[src/rtl/rs_syndrome_param_if.sv]
// rs_syndrome_param_if: framed symbol input and valid/ready syndrome output bundle
interface rs_syndrome_param_if #(
    parameter int NSYM = 8
);
    logic              din_val;
    logic              din_sop;
    logic              din_eop;
    logic [7:0]        din;
    logic              din_rdy;
    logic              syn_val;
    logic              syn_rdy;
    logic [NSYM*8-1:0] syndrome;
    logic              syn_zero;
    logic              len_err;

    modport master (
        output din_val, din_sop, din_eop, din, syn_rdy,
        input  din_rdy, syn_val, syndrome, syn_zero, len_err
    );

    modport slave (
        input  din_val, din_sop, din_eop, din, syn_rdy,
        output din_rdy, syn_val, syndrome, syn_zero, len_err
    );
endinterface

[src/rtl/rs_syndrome_param.sv]
// rs_syndrome_param: GF(2^8) Reed-Solomon syndrome accumulator (Horner) with frame length check
module rs_syndrome_param #(
    parameter int N    = 16,
    parameter int NSYM = 8,
    parameter int FCR  = 1
) (
    input  logic                   clk,
    input  logic                   rst_n,
    rs_syndrome_param_if.slave     bus
);
    localparam int CW = $clog2(N + 2);

    function automatic logic [7:0] gf_mul(input logic [7:0] a, input logic [7:0] b);
        logic [7:0] p;
        logic [7:0] x;
        p = 8'h00;
        x = a;
        for (int i = 0; i < 8; i++) begin
            if (b[i]) p = p ^ x;
            x = {x[6:0], 1'b0} ^ (x[7] ? 8'h1d : 8'h00);
        end
        return p;
    endfunction

    function automatic logic [7:0] gf_pow(input int e);
        logic [7:0] r;
        r = 8'h01;
        for (int i = 0; i < e % 255; i++) r = gf_mul(r, 8'h02);
        return r;
    endfunction

    function automatic logic [NSYM*8-1:0] calc_roots();
        logic [NSYM*8-1:0] r;
        r = '0;
        for (int j = 0; j < NSYM; j++) r[8*j +: 8] = gf_pow(FCR + j);
        return r;
    endfunction

    // alpha^(FCR+j) for each syndrome, fixed at elaboration so every multiply is a constant XOR net
    localparam logic [NSYM*8-1:0] ROOTS = calc_roots();

    logic [NSYM-1:0][7:0] acc;
    logic [NSYM-1:0][7:0] acc_next;
    logic [CW-1:0]        cnt;
    logic [CW-1:0]        cnt_next;
    logic                 in_frame;
    logic                 upd;
    logic                 fire_eop;

    // input stalls only while an untaken result is held
    assign bus.din_rdy = !bus.syn_val || bus.syn_rdy;
    // beats outside a frame without sop are dropped entirely, including a stray eop
    assign upd      = bus.din_val && bus.din_rdy && (bus.din_sop || in_frame);
    assign fire_eop = upd && bus.din_eop;

    // next accumulator and saturating symbol count for the beat on the bus
    always_comb begin
        acc_next = '0;
        for (int j = 0; j < NSYM; j++)
            acc_next[j] = bus.din_sop ? bus.din : gf_mul(acc[j], ROOTS[8*j +: 8]) ^ bus.din;
        cnt_next = bus.din_sop ? CW'(1) : (cnt == CW'(N + 1) ? cnt : cnt + CW'(1));
    end

    // accumulator state and output register; eop loads the result even as the old one is taken
    always_ff @(posedge clk or negedge rst_n) begin
        if (!rst_n) begin
            acc          <= '0;
            cnt          <= '0;
            in_frame     <= 1'b0;
            bus.syn_val  <= 1'b0;
            bus.syndrome <= '0;
            bus.syn_zero <= 1'b0;
            bus.len_err  <= 1'b0;
        end else begin
            if (upd) begin
                acc      <= acc_next;
                cnt      <= cnt_next;
                in_frame <= !bus.din_eop;
            end
            if (fire_eop) begin
                bus.syn_val  <= 1'b1;
                bus.syndrome <= acc_next;
                bus.syn_zero <= acc_next == '0;
                bus.len_err  <= cnt_next != CW'(N);
            end else if (bus.syn_rdy) begin
                bus.syn_val  <= 1'b0;
            end
        end
    end
endmodule

[src/flat_wrapper.sv]
// flat-port wrapper written by rule: the top's interface ports become plain ports
module rs_syndrome_param_flat 
#(
    parameter int N    = 16,
    parameter int NSYM = 8,
    parameter int FCR  = 1
)
  (clk, rst_n, bus_din_val, bus_din_sop, bus_din_eop, bus_din, bus_syn_rdy, bus_din_rdy, bus_syn_val, bus_syndrome, bus_syn_zero, bus_len_err);
  rs_syndrome_param_if #(.NSYM(NSYM)) bus_i ();
  input  logic clk;
  input  logic rst_n;
  input wire logic [$bits(bus_i.din_val)-1:0] bus_din_val;
  input wire logic [$bits(bus_i.din_sop)-1:0] bus_din_sop;
  input wire logic [$bits(bus_i.din_eop)-1:0] bus_din_eop;
  input wire logic [$bits(bus_i.din)-1:0] bus_din;
  input wire logic [$bits(bus_i.syn_rdy)-1:0] bus_syn_rdy;
  output wire logic [$bits(bus_i.din_rdy)-1:0] bus_din_rdy;
  output wire logic [$bits(bus_i.syn_val)-1:0] bus_syn_val;
  output wire logic [$bits(bus_i.syndrome)-1:0] bus_syndrome;
  output wire logic [$bits(bus_i.syn_zero)-1:0] bus_syn_zero;
  output wire logic [$bits(bus_i.len_err)-1:0] bus_len_err;
  assign bus_i.din_val = bus_din_val;
  assign bus_i.din_sop = bus_din_sop;
  assign bus_i.din_eop = bus_din_eop;
  assign bus_i.din = bus_din;
  assign bus_i.syn_rdy = bus_syn_rdy;
  assign bus_din_rdy = bus_i.din_rdy;
  assign bus_syn_val = bus_i.syn_val;
  assign bus_syndrome = bus_i.syndrome;
  assign bus_syn_zero = bus_i.syn_zero;
  assign bus_len_err = bus_i.len_err;
  rs_syndrome_param #(.N(N), .NSYM(NSYM), .FCR(FCR)) u_core (.clk(clk), .rst_n(rst_n), .bus(bus_i));
endmodule
[config.mk]
export PLATFORM = sky130hd
export DESIGN_NAME = rs_syndrome_param_flat
export DESIGN_NICKNAME = d
export VERILOG_FILES = /design/src/rtl/rs_syndrome_param_if.sv /design/src/rtl/rs_syndrome_param.sv /design/src/flat_wrapper.sv
export SDC_FILE = /design/constraint.sdc
export NUM_CORES = 1
export LEC_CHECK = 0
export ABC_CLOCK_PERIOD_IN_PS = 5010
export CORE_ASPECT_RATIO = 0.9
export CORE_UTILIZATION = 35
export CTS_CLUSTER_SIZE = 28
export DETAILED_ROUTE_END_ITERATION = 6
export GPL_ROUTABILITY_DRIVEN = 0
export MAX_ROUTING_LAYER = met4
export PLACE_DENSITY_LB_ADDON = 0.1
export SETUP_SLACK_MARGIN = 0.3
export SLEW_MARGIN = 10
export SYNTH_ARGS = -nofsm -noshare
export SYNTH_HDL_FRONTEND = slang
export SYNTH_SLANG_ARGS = --single-unit
export TNS_END_PERCENT = 10
[constraint.sdc]
create_clock -name clk -period 5.01 [get_ports clk]
set_input_delay 0.501 -clock clk [delete_from_list [all_inputs] [get_ports clk]]
set_output_delay 0.501 -clock clk [all_outputs]
set_load 0.01 [all_outputs]
==> results.md <==
Outcome:
- The flow ran to the end, and the final reports show no timing, DRC or antenna violations.

Floorplanning:
- The total die area is 22100 sq um.
- In this run the count of I/O pins placed on the die edge is 82.
- The die boundary width is 156 um.
- The initial core utilization is 35.9%.
- After floorplanning, the core was divided into 50 placement rows.
- The area of the core region is 21000 sq um.
- Measured along the y axis, the die boundary spans 141 um.

Pwr:
- The cell internal power dissipation is 0.00400 W.
- The share of total power in the clock network is 19.8%.
- The fraction of power consumed by combinational cells is 48.7%.
- Across the VDD grid, the largest voltage drop is 0.270 mV.
- The power spent charging and discharging nets is 0.00271 W.
- In this run the power density over the cells is 737 nW/um^2.
- The leakage power of the design is 3.78 nW.
- The sequential fraction of design power is 31.5%.
- The share of total power consumed by net switching is 40.4%.

Worst setup path:
- Data on the critical path is required at its endpoint by 5370 ps.
- Counting buffers and inverters, the worst setup path is 8 cells deep.
- For the worst setup path, the data arrival time is 3120 ps.
- The worst setup path is launched from a primary input.
- Along the worst path, the maximum fanout reaches 48.
- The cell with the largest stage delay on the worst path is buf_2.
- The worst setup path is captured at a flop.
- The path type of the worst setup path is primary input to flop.
- The total buffers and inverters traversed by the critical path is 2.
- On the worst path, the slowest cell contributes a delay of 720 ps.
- The kind of cell adding the most delay to the critical path is buffers and inverters.
- The signal on the critical path passes through buf_2, buf_12, a21oi_1, xnor2_1, nand4_1, or4_1, nor3_1, a32o_1.
- The logic depth of the worst register-to-register path is 7.

Clocking:
- The clock reaches the later pin of the worst-skew pair after 420 ps.
- The post-cts hold buffer count is 0.
- The number of H-tree levels is 4.
- Clock tree synthesis inserted a total of 17 buffers.
- Gates resized during post-CTS repair numbered 0.
- The TritonCTS clock tree is done.
- Clock-pin slew was measured on the worst setup and hold paths at 60 ps.
- The total number of clock tree sinks is 137.
- The number of post-CTS setup repair buffers is 0.
- In this run the clock root is driven by a clkbuf_16.
- The maximum clock insertion buffer count is 2.

Synth:
- After technology mapping, the gate count stands at 818.
- For this run, asynchronously set or reset flops after synthesis account for 100%.
- The proportion of synthesized chip area in sequential cells is 45.6%.
- The synthesis-stage register bit count is 137.
- The cell area that synthesis handed to floorplanning was 7520 sq um.
- Dividing the synthesized area by the synthesized cell count gives 9.19 sq um.
- The number of warnings printed during yosys synthesis is 0.
- Of all cell types, the one taking the most synthesized area is dfrtp_1.
- The number of nets handed over by synthesis was 834.
- In the post-synthesis netlist, the biggest area contributors are dfrtp_1, xnor2_1, nand2_1.
- The number of synthesized flops with an enable pin is 0.
- The most frequently used flop master after synthesis is dfrtp_1.
- The proportion of netlist area held by the largest area contributor is 45.6%.
- The unique cell type count in the Yosys netlist is 51.

Route:
- In the routed design, unresolved DRC markers number 0.
- The via density per instance is 4.95.
- The wire length per cell after detailed routing is 17.1 um.
- Wires add up to 19.9 mm.
- The detailed router placed 5749 vias in this run.
- The first TritonRoute pass finished after 5 iterations.
- The number of design-rule violations left by the first detailed-router iteration is 401.
- The number of routed nets with antenna violations is 0.

Timing:
- In this run the tightest slew margin relative to its limit is 35.8%.
- Derived from the worst setup path, the maximum achievable clock frequency is 362 MHz.
- The total count of max-transition violations in the final report is 0.
- After layout, the worst setup slack is 2250 ps.
- The setup clock skew after layout is 8.32 ps.
- The final critical delay including setup and external delays is 2760 ps.
- The hold violation total from the final report is 0.
- The post-route setup TNS is 0 ps.
- Setup repair after global routing left no endpoint under its margin.
- The period utilization is 55.2%.
- The final-report setup violation count is 0.
- The slew at the pin closest to its max-slew limit is 963 ps.

GRT:
- The total routing usage reported by global routing is 20.2%.
- The number of global-route vias before repair came to 5806.
- The initial antenna violation count came to 0.
- The residual overflow from global routing is 0.
- The largest net degree at the start of global routing is 89.
- The first global-routing pass estimated 32.8 mm of wire.

Place:
- The detailed placer's ending HPWL is 13.8 mm.
- In this run the tool buffered the top-level ports with 81 buffer cells.
- Summing all placed instances gives a cell area of 8490 sq um.
- OpenSTA, run right after detailed placement, puts the worst setup slack at 1830 ps.

Job:
- The max-capacitance violation count is 0.

Final layout:
- The final cell area excluding filler cells is 9110 sq um.
- In the final layout, the share of cells above drive strength 1 is 5.71%.
- After the last flow step, the layout net total stands at 879.
- The repair_antennas step left the layout with diodes totalling 0.
- The growth of design area from synthesis to finish is 21.2%.

Hold path:
- The tightest min-delay check is of the primary input to async pin type.
==> cell type report <==
class | instances | area, sq um
Fill cell | 2024 | 11800
Multi-Input combinational cell | 614 | 3810
Sequential cell | 137 | 3430
Timing Repair Buffer | 90 | 887
Clock buffer | 19 | 443
Tap cell | 286 | 358
Clock inverter | 12 | 174
Inverter | 3 | 11.3
==> power groups by stage <==
stage | combinational, W | clock, W | sequential (W)
global route | 0.00361 | 0.00141 | 0.00220
finish | 0.00327 | 0.00133 | 0.00211
CTS | 0.00330 | 0.00136 | 0.00212
detailed placement | 0.00328 | 0 | 0.00213
global placement | 0.00328 | 0 | 0.00211
floorplan | 0.00219 | 0 | 0.00205
==> sequential cells by signal (all words and copies together), names as in the netlist <==
signal               count
u_core.bus.len_err       1
u_core.acc              64
u_core.bus.syn_val       1
u_core.bus.syn_zero      1
u_core.bus.syndrome     64
u_core.cnt               5
u_core.in_frame          1
==> layout by cell type, fill, tap and decap left out, types with 8 or more instances in the layout <==
master	netlist	layout
o21ai_1	56	56
clkdlybuf4s50_1	0	79
nand2b_1	8	8
clkbuf_16	0	17
xor2_1	36	36
nor2b_1	17	17
buf_4	2	8
nand4_1	10	10
a21oi_1	8	8
xnor2_1	101	101
a31oi_1	10	10
nand2_1	144	143
dfrtp_1	137	137
o21ai_0	89	89
nor2_1	57	57
==> logic make-up (layout without fill, tap and decap cells) <==
| family | count (synthesis) | after routing | share of synthesized area, % |
|---|---|---|---|
| AO/OA/AOI/OAI | 190 | 190 | 14.1 |
| XOR/XNOR | 151 | 151 | 20.0 |
| adder cells (fa/ha/maj) | 2 | 2 | 0.333 |
| buffers and inverters | 67 | 124 | 3.83 |
| flip-flops | 137 | 137 | 45.6 |
| multiplexers | 1 | 1 | 0.133 |
| AND/OR/NAND/NOR | 270 | 270 | 15.9 |
==> worst register-to-register path, delay by kind of cell, from the launching register on <==
| kind | cells | cell delay [ps] |
|---|---|---|
| and+or+nand+nor | 5 | 1340 |
| AOI/OAI and AO/OA | 2 | 550 |
| DFF | 1 | 370 |
==> stage by stage <==
stage / power (W) / hold slack (ps) / utilization [%] / std cells
2_1_floorplan: 0.00423 / 205 / - / 818
3_3_place_gp: 0.00539 / 462 / 40.5 / 1130
3_5_place_dp: 0.00541 / 469 / 40.5 / 1130
4_1_cts: 0.00678 / 177 / 43.5 / 1161
5_1_grt: 0.00723 / 185 / 43.5 / 1161
6_report: 0.00671 / 145 / 43.5 / 1161
==> synth_stat cells (2+ instances only) <==
master and instances:
xnor2_1 101, o21ai_0 89, nand2_1 144, or3_1 5, o31ai_1 3, nand2b_1 8
xnor3_1 7, nor3_1 7, and3b_1 2, inv_1 3, o211a_1 2, nor2_1 57
clkbuf_1 38, a21oi_1 8, a31oi_1 10, o31a_1 2, xnor2_4 3, o32ai_1 4
dfrtp_1 137, nand4_1 10, and2_1 4, buf_4 2, xor2_1 36, buf_2 17
nor4bb_1 5, xnor2_2 4, o21ai_1 56, ha_1 2, buf_1 6, o211ai_1 3
a22oi_1 2, nand3_1 6, nor2b_1 17
==> final timing paths <==
kind / from / endpoint / slack (ps)
worst max register to register: u_core.bus.syn_val$_DFFE_PN0P_ / u_core.bus.syn_zero$_DFFE_PN0P_ / 2690
max in group asynchronous: rst_n / u_core.bus.syndrome[55]$_DFFE_PN0P_ / 3690
worst min-delay path: rst_n / u_core.bus.syndrome[22]$_DFFE_PN0P_ / 150
min in group clk: u_core.bus.syndrome[40]$_DFFE_PN0P_ / u_core.bus.syndrome[40]$_DFFE_PN0P_ / 470
worst max-delay path: bus_din_sop / u_core.bus.syn_zero$_DFFE_PN0P_ / 2250
worst min register to register: u_core.bus.syndrome[40]$_DFFE_PN0P_ / u_core.bus.syndrome[40]$_DFFE_PN0P_ / 470
==> layer usage <==
layer | GRT usage, % | vias to the layer above | part of all wire (%)
met2 | 29.7 | 126 | 44
li1 | - | 2814 | -
met5 | - | - | 0
met4 | 5.47 | 0 | 1.3
met3 | 3.81 | 22 | 3.3
met1 | 28.2 | 2787 | 51
Power figures use the tool's default switching activity.
